**config.mk**
```make
export PLATFORM = sky130hd
export DESIGN_NAME = sram_rmw_ctrl
export DESIGN_NICKNAME = d
export VERILOG_FILES = /design/src/rtl/sram_rmw_ctrl.sv
export SDC_FILE = /design/constraint.sdc
export NUM_CORES = 1
export LEC_CHECK = 0
export CAP_MARGIN = 20
export CORE_AREA = 3 3 88 90
export CTS_CLUSTER_SIZE = 8
export DETAILED_ROUTE_END_ITERATION = 10
export DIE_AREA = 0 0 91 93
export PLACE_DENSITY = 0.87
export SLEW_MARGIN = 40
export SYNTH_ARGS = -nofsm -noshare
export SYNTH_HDL_FRONTEND = slang
export SYNTH_SLANG_ARGS = --single-unit
```
**constraint.sdc**
```tcl
create_clock -name clk -period 1.85 [get_ports clk]
set_clock_uncertainty 0.15 [all_clocks]
set_input_delay 0.555 -clock clk [delete_from_list [all_inputs] [get_ports clk]]
set_output_delay 0.555 -clock clk [all_outputs]
set_load 0.03 [all_outputs]
```
**src/rtl/sram_rmw_ctrl.sv**
```systemverilog
// ---------------------------------------------------------------------------
// sram_rmw_ctrl
//
// Byte-wide access controller between the 8-bit CPU bus and a 16-bit
// asynchronous external SRAM with no byte enables. A 19-bit byte address is
// split into an 18-bit word address (addr[18:1]) and a byte lane (addr[0]).
// Reads return the selected byte. Byte writes are performed as a
// read-modify-write, so the other byte of the word is preserved.
//
// Parameters:
//   WAIT_STATES  cycles OE or WE is held low per SRAM access (1..15)
//
// Ports:
//   clk          system clock, rising edge
//   reset_n      asynchronous active-low reset
//   addr         byte address (word = addr[18:1], lane = addr[0])
//   wdata        byte to write
//   rd, wr       level-sensitive read / write requests (wr has priority)
//   rdata        last byte read, held until the next read completes
//   busy         high whenever an access is in progress
//   done         one-cycle pulse in the final cycle of each access
//   sram_addr    SRAM word address
//   sram_dq_in   data from the pads
//   sram_dq_out  data to the pads
//   sram_dq_oe   pad output enable
//   sram_oe_n    SRAM output enable strobe, active low
//   sram_we_n    SRAM write enable strobe, active low
//   sram_cs_n    SRAM chip select strobe, active low
// ---------------------------------------------------------------------------
module sram_rmw_ctrl #(
    parameter int unsigned WAIT_STATES = 1
) (
    input  logic        clk,
    input  logic        reset_n,
    input  logic [18:0] addr,
    input  logic [7:0]  wdata,
    input  logic        rd,
    input  logic        wr,
    output logic [7:0]  rdata,
    output logic        busy,
    output logic        done,
    output logic [17:0] sram_addr,
    input  logic [15:0] sram_dq_in,
    output logic [15:0] sram_dq_out,
    output logic        sram_dq_oe,
    output logic        sram_oe_n,
    output logic        sram_we_n,
    output logic        sram_cs_n
);

    typedef enum logic [2:0] {
        IDLE   = 3'd0,
        READ   = 3'd1,
        WSETUP = 3'd2,
        WRITE  = 3'd3,
        HOLD   = 3'd4
    } state_t;

    // Reload value of the 4-bit wait-state down-counter; a value of 0 makes
    // READ and WRITE last a single cycle each.
    localparam logic [3:0] CNT_INIT = 4'(WAIT_STATES - 1);

    state_t      state;
    logic [3:0]  wait_cnt;
    logic        op_write;
    logic        lane;
    logic [7:0]  wbyte;

    // Single state machine. Every output, including the SRAM strobes, is a
    // flop so the pads never see a glitch. The strobes and the pad enable
    // sit on the asynchronous reset, so a reset in the middle of an access
    // releases the SRAM bus at once rather than on the next edge.
    //
    // The word read in READ is merged with the write byte on the same edge
    // that leaves READ, so the merged word lands directly in sram_dq_out and
    // no separate copy of the old word has to be kept.
    always_ff @(posedge clk or negedge reset_n) begin
        if (!reset_n) begin
            state       <= IDLE;
            wait_cnt    <= 4'd0;
            op_write    <= 1'b0;
            lane        <= 1'b0;
            wbyte       <= 8'd0;
            rdata       <= 8'd0;
            busy        <= 1'b0;
            done        <= 1'b0;
            sram_addr   <= 18'd0;
            sram_dq_out <= 16'd0;
            sram_dq_oe  <= 1'b0;
            sram_oe_n   <= 1'b1;
            sram_we_n   <= 1'b1;
            sram_cs_n   <= 1'b1;
        end else begin
            case (state)
                IDLE: begin
                    // Both read and write start with a read of the word;
                    // a write request wins when rd and wr arrive together.
                    if (rd || wr) begin
                        op_write  <= wr;
                        lane      <= addr[0];
                        wbyte     <= wdata;
                        sram_addr <= addr[18:1];
                        wait_cnt  <= CNT_INIT;
                        busy      <= 1'b1;
                        sram_cs_n <= 1'b0;
                        sram_oe_n <= 1'b0;
                        sram_we_n <= 1'b1;
                        state     <= READ;
                    end
                end

                READ: begin
                    if (wait_cnt == 4'd0) begin
                        sram_oe_n <= 1'b1;
                        if (op_write) begin
                            // Turnaround cycle: OE is released and the pads
                            // start driving the merged word on the same edge.
                            sram_dq_oe  <= 1'b1;
                            sram_dq_out <= lane ? {wbyte, sram_dq_in[7:0]}
                                                : {sram_dq_in[15:8], wbyte};
                            state       <= WSETUP;
                        end else begin
                            rdata     <= lane ? sram_dq_in[15:8] : sram_dq_in[7:0];
                            sram_cs_n <= 1'b1;
                            done      <= 1'b1;
                            state     <= HOLD;
                        end
                    end else begin
                        wait_cnt <= wait_cnt - 4'd1;
                    end
                end

                WSETUP: begin
                    sram_we_n <= 1'b0;
                    wait_cnt  <= CNT_INIT;
                    state     <= WRITE;
                end

                WRITE: begin
                    if (wait_cnt == 4'd0) begin
                        // WE and CS rise together; the pads keep driving
                        // through HOLD to cover the SRAM data hold time.
                        sram_we_n <= 1'b1;
                        sram_cs_n <= 1'b1;
                        done      <= 1'b1;
                        state     <= HOLD;
                    end else begin
                        wait_cnt <= wait_cnt - 4'd1;
                    end
                end

                HOLD: begin
                    done       <= 1'b0;
                    busy       <= 1'b0;
                    sram_dq_oe <= 1'b0;
                    state      <= IDLE;
                end

                default: begin
                    state <= IDLE;
                end
            endcase
        end
    end

endmodule
```
* Word-level counts from Yosys, hierarchy flattened *
Index checks and enable logic that the tools add are counted.

word-level totals
  bits in registers = 65
  latch bits = 0
  RAM bits = 0
  bits in read-only memories = 0
  bits of input ports = 47
  output and inout port bits = 48
  word-level logic and storage cells = 71
  memories kept = 0

cells by class
  $add $sub $neg = 1
  multipliers = 0
  div/mod/pow operators = 0
  order comparisons = 0
  equal/unequal tests = 10
  shift operators = 0
  mux-type cells = 23
  bitwise operators = 1
  reductions and logical operators = 22

operators by type and width
  kind                   count
  $reduce_and A3 Y1      7
  $mux W16               1
  $mux W3                4
  $ne A2 B2 Y1 const B   6
  $pmux W3 S4            1
  $pmux W4 S3            1
  $reduce_bool A3 Y1     4
  $pmux W1 S3            3
  $mux W4                2
  $mux W8                1
  $mux W1                7
  $eq A3 B2 Y1 const B   2
  $pmux W1 S2            3
  $reduce_bool A2 Y1     3
  $reduce_and A5 Y1      1
  $logic_not A4 Y1       1
  $reduce_and A2 Y1      2
  $reduce_and A4 Y1      1
  $sub A4 B1 Y4 const B  1
  $eq A3 B1 Y1 const B   1
  $eq A3 B3 Y1 const B   1
  $logic_not A3 Y1       1
  $reduce_or A2 Y1       1
  $logic_or A1 B1 Y1     1
  $not A1 Y1             1

* Logic depth before layout (Yosys ltp) *
Gate-level depths: netlist of run 1.

  word-level depth = 4
  depth in mapped cells = 6
  gate-level depth less buffers = 5

* Worst setup path after synthesis of run 1 *
OpenSTA, ideal clock, no wires.

  path kind = reg2reg
  start = reg wait_cnt[0]
  end = reg rdata[0]
  setup time = 125 ps
  data arrival time = 1596 ps
  required time = 1575 ps
  path slack = -20 ps
  cell stages (with the launch flop) = 6
  buffers on the path = 0
  period minus slack after synthesis = 1870 ps
  cell sequence = dfrtp_1 inv_1 ha_1 nand4bb_1 nor4_4 mux2_2

on the way
  cells in the longest elaborated chain, start to end = 2

ends and longest elaborated chain
  element                             line  source
  start, declared                     64    logic [3:0] wait_cnt;
  start signal, assigned              129   wait_cnt <= wait_cnt - 4'd1;
  start signal, assigned              148   wait_cnt <= wait_cnt - 4'd1;
  $logic_not A4 Y1                    113   if (wait_cnt == 4'd0) begin
  $reduce_and A3 Y1 (no source line)  -
  end signal, assigned                123   rdata <= lane ? sram_dq_in[15:8] : sram_dq_in[7:0];
  end, declared                       39    output logic [7:0] rdata,

Every way passes these cells.
A chain may end at the register's enable or synchronous reset.

* Final worst setup path of run 1 *
  start = reg wait_cnt[0]
  end = reg sram_dq_out[11]

on the way
  cells in the longest elaborated chain, start to end = 2

ends and longest elaborated chain
  element                             line  source
  $logic_not A4 Y1                    113
  $reduce_and A3 Y1 (no source line)  -
  end signal, assigned                119   sram_dq_out <= lane ? {wbyte, sram_dq_in[7:0]}
  end, declared                       44    output logic [15:0] sram_dq_out,

Every way passes these cells.

==> results.sh, run 1 <==
export IMPL_run_status="completed"
export IMPL_postSynthCellCount=204
export IMPL_synth_simple_area_share=0.06732
export IMPL_reg2reg_slack_ns=0.002
export IMPL_synth_common_cells="mux2_2 (66), dfrtp_1 (62), mux2_4 (9)"
export IMPL_crit_type="flip-flop to flip-flop"
export IMPL_fin_ws_ns=0.001572
export IMPL_io_pins=95
export IMPL_tightest_slew_ns=0.3457
export IMPL_grt_use_total=0.1689
export IMPL_drv_cap=0
export IMPL_synth_edf_count=0
export IMPL_detailroute_via_count=2054
export IMPL_die_h_um=93
export IMPL_post_route_util=0.6239
export IMPL_period_minus_slack_ns=1.848
export IMPL_drv_slew=0
export IMPL_antenna_found_initial=0
export IMPL_synthTopCellsByArea="dfrtp_1 (53%), mux2_2 (25%), mux2_4 (4.6%)"
export IMPL_cts_tree="yes"
export IMPL_wirelength_um=6856
export IMPL_ant_nets=0
export IMPL_ys_types=34
export IMPL_max_slew_margin=0.7704
export IMPL_grt_pass1_vias=2244
export IMPL_top_layer_used="met4"
export IMPL_path_clk_slew_ns=0.07
export IMPL_p_leak_nw=1.974
export IMPL_cts_made_buffers=9
export IMPL_worstReg2RegStart="wait_cnt[0]"
export IMPL_max_freq_mhz=541.0
export IMPL_synth_top_family_by_area="multiplexers"
export IMPL_cts_sinks=65
export IMPL_placedCellCount=405
export IMPL_powerDensity_mw_per_mm2=1903
export IMPL_reg2reg_depth=7
export IMPL_ys_flop_type="dfrtp_1"
export IMPL_vias_per_cell=4.799
export IMPL_vdd_drop_max_uv=909.8
export IMPL_routedWlPerCell_um=16.02
export IMPL_cts_root_buffer="clkbuf_8"
export IMPL_yosysMostFrequentCell="mux2_2"
export IMPL_die_x_um=91
export IMPL_syn_area_mm2=0.002937
export IMPL_ys_seq_area_frac=0.5552
export IMPL_gp_congestion=0.7499
export IMPL_crit_path_cell_trace="inv_2, ha_4, buf_6, and4bb_4, nand3_4, buf_12, mux2_4"
export IMPL_netlist_area_leader_share=0.5283
export IMPL_hold_class="input pin to async pin"
export IMPL_synth_compound_gate_area_share=0.04005
export IMPL_worstPathRequired_ns=1.91
export IMPL_cp_end_kind="flip-flop"
export IMPL_postSynthNetCount=253
export IMPL_cts_hold_buf=0
export IMPL_cp_data_arrival_time_ns=1.91
export IMPL_async_flop_share=1.000
export IMPL_drt_iter0_drc=88
export IMPL_nets=374
export IMPL_grt_pass1_wl_um=11220
export IMPL_max_stage_delay_ns=0.40
export IMPL_synth_xor_area_share=0
export IMPL_antenna_cells=0
export IMPL_grt_max_degree=66
export IMPL_fp_row_count=31
export IMPL_drc_errors=0
export IMPL_h_tree_depth=3
export IMPL_synth_area_per_cell_um2=14.39
export IMPL_fillers=584
export IMPL_place_area_mm2=0.004173
export IMPL_route_met3_wl_um=494
export IMPL_wl_met2_um=3419
export IMPL_gr_total_overflow=0
export IMPL_cp_max_fo=12
export IMPL_yosysWarnings=0
export IMPL_startpoint_type="flip-flop"
export IMPL_io_buffer_count=94
export IMPL_power_mw=8.475
export IMPL_core_area_mm2=0.007137
export IMPL_area_delta_synth_final_pct=51.64
export IMPL_regToRegEndpoint="sram_dq_out[11]"
export IMPL_firstDrtPassIters=4
export IMPL_hold_ws_ns=0.06772
export IMPL_setup_viol=0
export IMPL_dieArea_mm2=0.008463
export IMPL_pre_cts_ws_ns=-0.3801
export IMPL_synthAdderAreaFrac=0.008522
export IMPL_hold_viol=0
export IMPL_fin_cells=428
export IMPL_insertion_delay_ns=0.33
export IMPL_finalCritPeriodShare=0.9992
export IMPL_synth_seq_cells=65
export IMPL_fin_area_mm2=0.004453
export IMPL_synth_top_area_cell="dfrtp_1"
export IMPL_slowest_stage="dfrtp_1"
export IMPL_synthMuxAreaShare=0.3025
export IMPL_rsz0062_at_grt="yes"
export IMPL_place_hpwl_um=4765
export IMPL_drive_gt1_frac=0.4134
export IMPL_clock_path_buffers=2
export IMPL_floorplan_initialDensity=0.4115
export IMPL_tns_ns=0
export IMPL_wl_met1_um=2854
where the power goes:
group | total [mW] | internal [mW] | switching, mW
Sequential | 2.58 | 2.16 | 0.415
Combinational | 4.69 | 2.35 | 2.34
Clock | 1.20 | 0.685 | 0.519
Total | 8.47 | 5.20 | 3.27
final cells by class:
| type | instances | area [µm²] | area share |
|---|---|---|---|
| clock buffers | 12 | 155.1 | 0.03484 |
| clock inverters | 3 | 40.04 | 0.008991 |
| inverters | 4 | 15.01 | 0.003372 |
| multi-input cells | 124 | 1267 | 0.2846 |
| flip-flops and latches | 65 | 1630 | 0.3661 |
| well taps | 99 | 123.9 | 0.02782 |
| repair buffers | 121 | 1221 | 0.2742 |
layout by cell type, fill, tap and decap left out, drive strengths merged, types with 4 or more instances in the layout:
cell type       n
clkdlybuf4s15  10
nor2            5
clkbuf         14
dfrtp          62
nor3            5
o21ai           4
o31ai           4
mux2           75
dlygate4sd2    34
inv             4
clkdlybuf4s50  43
buf            30
nand2           5
layer usage:
metal	up-vias	track usage
li1	974	-
met1	1011	0.2059
met2	61	0.2796
met3	8	0.06034
met4	0	0.05653
met5	-	0
cell families (layout without fill, tap and decap cells):
family                   after synthesis  count (layout)
flip-flops                            65              65
multiplexers                          76              76
AO/OA/AOI/OAI                         17              17
buffers and inverters                 15             140
AND/OR/NAND/NOR                       29              29
adder cells (fa/ha/maj)                2               2
timing repair:
action / 4_1_cts / 5_1_grt
cloned: 0 / 2
pin swaps: 2 / 2
gates resized for setup: 50 / 15
setup endpoints to repair: 70 / 38
buffers inserted: 4 / 2
worst max-delay path, delay by kind of cell, from the launching register on:
kind,cells,cell delay (ns)
adder cells (fa/ha/maj),1,0.16
buffers and inverters,3,0.38
flip-flops,1,0.40
multiplexers,1,0.29
AND/OR/NAND/NOR,2,0.35
sequential cells by signal, indices dropped and copies added, names as in the netlist:
signal and flops:
sram_addr 18, sram_dq_out 16, rdata 8, wbyte 8
wait_cnt 4, state 3, busy 1, done 1
lane 1, op_write 1, sram_cs_n 1, sram_dq_oe 1
sram_oe_n 1, sram_we_n 1
how the worst max path moves through the flow:
stage,startpoint,end,depth (start not counted)
3_5_place_dp,rd,sram_addr[1],5
5_1_grt,wait_cnt[0],sram_dq_out[11],7
6_report,wait_cnt[0],sram_dq_out[11],7
2_1_floorplan,wait_cnt[0],sram_dq_out[10],6
4_1_cts,wait_cnt[0],rdata[4],6
3_3_place_gp,wr,sram_addr[5],5
No activity file was read; power rests on OpenSTA's default activity.
==> run 2, diff against run 1 <==
==> constraint.sdc (replaced) <==
create_clock -name clk -period 1.85 [get_ports clk]
set_clock_uncertainty 0.15 [all_clocks]
set_input_delay 0.555 -clock clk [delete_from_list [all_inputs] [get_ports clk]]
set_output_delay 0.555 -clock clk [all_outputs]
set_load 0.02 [all_outputs]
==> run 2 against run 1 <==
Clock-buffer cell count unchanged; clock power grew 18%; sequential power is essentially flat; maximum frequency grew 3.8%; non-clock buffer count is 1 lower; final cell count unchanged; power shrank 3.1%; global-route usage up 0.084 points.
==> results.sh, run 2 (same netlist as run 1, synthesis figures left out) <==
export IMPL_run_status="completed"
export IMPL_mostFrequentLayoutCell="dfrtp_1"
export IMPL_antenna_found_initial=0
export IMPL_vdd_drop_max_uv=858.0
export IMPL_crit_type="flip-flop to flip-flop"
export IMPL_fp_row_count=31
export IMPL_finalCritPeriodShare=0.9629
export IMPL_startpoint_type="flip-flop"
export IMPL_hold_viol=0
export IMPL_path_buf_inv=2
export IMPL_power_mw=8.213
export IMPL_cp_max_fo=2
export IMPL_firstDrtPassIters=4
export IMPL_drc_errors=0
export IMPL_cts_tree="yes"
export IMPL_grt_max_degree=66
export IMPL_vias_per_cell=4.869
export IMPL_place_hpwl_um=4775
export IMPL_place_area_mm2=0.004158
export IMPL_clock_path_buffers=2
export IMPL_hold_class="input pin to async pin"
export IMPL_crit_path_cell_trace="inv_2, buf_4, ha_1, or4b_2, nand3_2"
export IMPL_powerDensity_mw_per_mm2=1836
export IMPL_routedWlPerCell_um=16.12
export IMPL_period_minus_slack_ns=1.781
export IMPL_grt_use_total=0.1697
export IMPL_worstPathRequired_ns=1.97
export IMPL_insertion_delay_ns=0.33
export IMPL_h_tree_depth=3
export IMPL_fin_cells=428
export IMPL_gr_total_overflow=0
export IMPL_p_leak_nw=2.011
export IMPL_core_area_mm2=0.007137
export IMPL_io_buffer_count=94
export IMPL_drive_gt1_frac=0.4195
export IMPL_io_pins=95
export IMPL_cts_made_buffers=9
export IMPL_reg_top3="sram_addr x18, sram_dq_out x16"
export IMPL_slowest_stage="or4b_2"
export IMPL_setup_viol=0
export IMPL_largest_reg_flops=18
export IMPL_fin_ws_ns=0.06867
export IMPL_area_delta_synth_final_pct=52.36
export IMPL_fillers=600
export IMPL_largest_register="sram_addr"
export IMPL_detailroute_via_count=2084
export IMPL_drt_iter0_drc=55
export IMPL_rsz0062_at_grt="no"
export IMPL_max_slew_margin=0.7681
export IMPL_final_cell_mix="dfrtp_1 (62), mux2_2 (58), dlygate4sd2_1 (45)"
export IMPL_post_route_util=0.6269
export IMPL_worstReg2RegStart="wait_cnt[0]"
export IMPL_tns_ns=0
export IMPL_cp_startpoint="wait_cnt[0]"
export IMPL_max_stage_delay_ns=0.65
export IMPL_cp_data_arrival_time_ns=1.90
export IMPL_floorplan_initialDensity=0.4115
export IMPL_cts_sinks=65
export IMPL_ant_nets=0
export IMPL_cts_root_buffer="clkbuf_8"
export IMPL_cp_end_kind="flip-flop"
export IMPL_fin_area_mm2=0.004474
export IMPL_placedCellCount=405
export IMPL_die_h_um=93
export IMPL_drv_cap=0
export IMPL_grt_pass1_wl_um=11340
export IMPL_gp_congestion=0.8085
export IMPL_tightest_slew_ns=0.3479
export IMPL_grt_pass1_vias=2257
export IMPL_dieArea_mm2=0.008463
export IMPL_pre_cts_ws_ns=-0.3646
export IMPL_nets=373
export IMPL_path_clk_slew_ns=0.07
export IMPL_die_x_um=91
export IMPL_crit_family="simple AND/OR/NAND/NOR gates"
export IMPL_drv_slew=0
export IMPL_hold_ws_ns=0.08715
export IMPL_wirelength_um=6901
export IMPL_max_freq_mhz=561.4
export IMPL_antenna_cells=0
==> run 2: cell count changes in the layout (fill, tap and decap cells not counted), sizes merged <==
cell / before / now
dlygate4sd2: 34 / 45
clkdlybuf4s15: 10 / 0
buf: 30 / 28
bufinv: 1 / 2
==> run 2: worst paths after layout <==
kind,to,slack [ns],cells after the start
setup reg to reg,wait_cnt[1],0.07,5
min in group clk,busy,0.35,1
max in group asynchronous,sram_we_n,1.16,2
hold reg to reg,busy,0.35,1
setup / recovery,wait_cnt[1],0.07,5
hold / removal,rdata[1],0.09,2
==> run 2: final cells by class <==
cell class	count	area (µm²)	share of cell area
clock buffer	12	165.2	0.03691
timing repair buffer	120	1166	0.2606
multi-input combinational	124	1300	0.2905
clock inverter	4	73.82	0.01650
tap	99	123.9	0.02768
inverter	4	15.01	0.003356
sequential	65	1630	0.3644
==> run 2: layer usage <==
layer | up-vias | part of all wire | global-route usage
li1 | 977 | - | -
met1 | 1038 | 0.43 | 0.2103
met2 | 63 | 0.49 | 0.2735
met3 | 6 | 0.071 | 0.06758
met4 | 0 | 0.0080 | 0.05276
met5 | - | 0 | 0
==> run 2: repair_timing <==
item	4_1_cts	5_1_grt
pin swaps	2	2
cloned	0	2
resized for setup	66	9
buffers inserted	5	1
hold buffers	0	0
setup endpoints to repair	73	49
==> run 2: power breakdown <==
| group | internal [mW] | switching [mW] |
|---|---|---|
| Clock | 0.870 | 0.539 |
| Combinational | 2.30 | 1.91 |
| Sequential | 2.16 | 0.439 |
| Total | 5.33 | 2.89 |
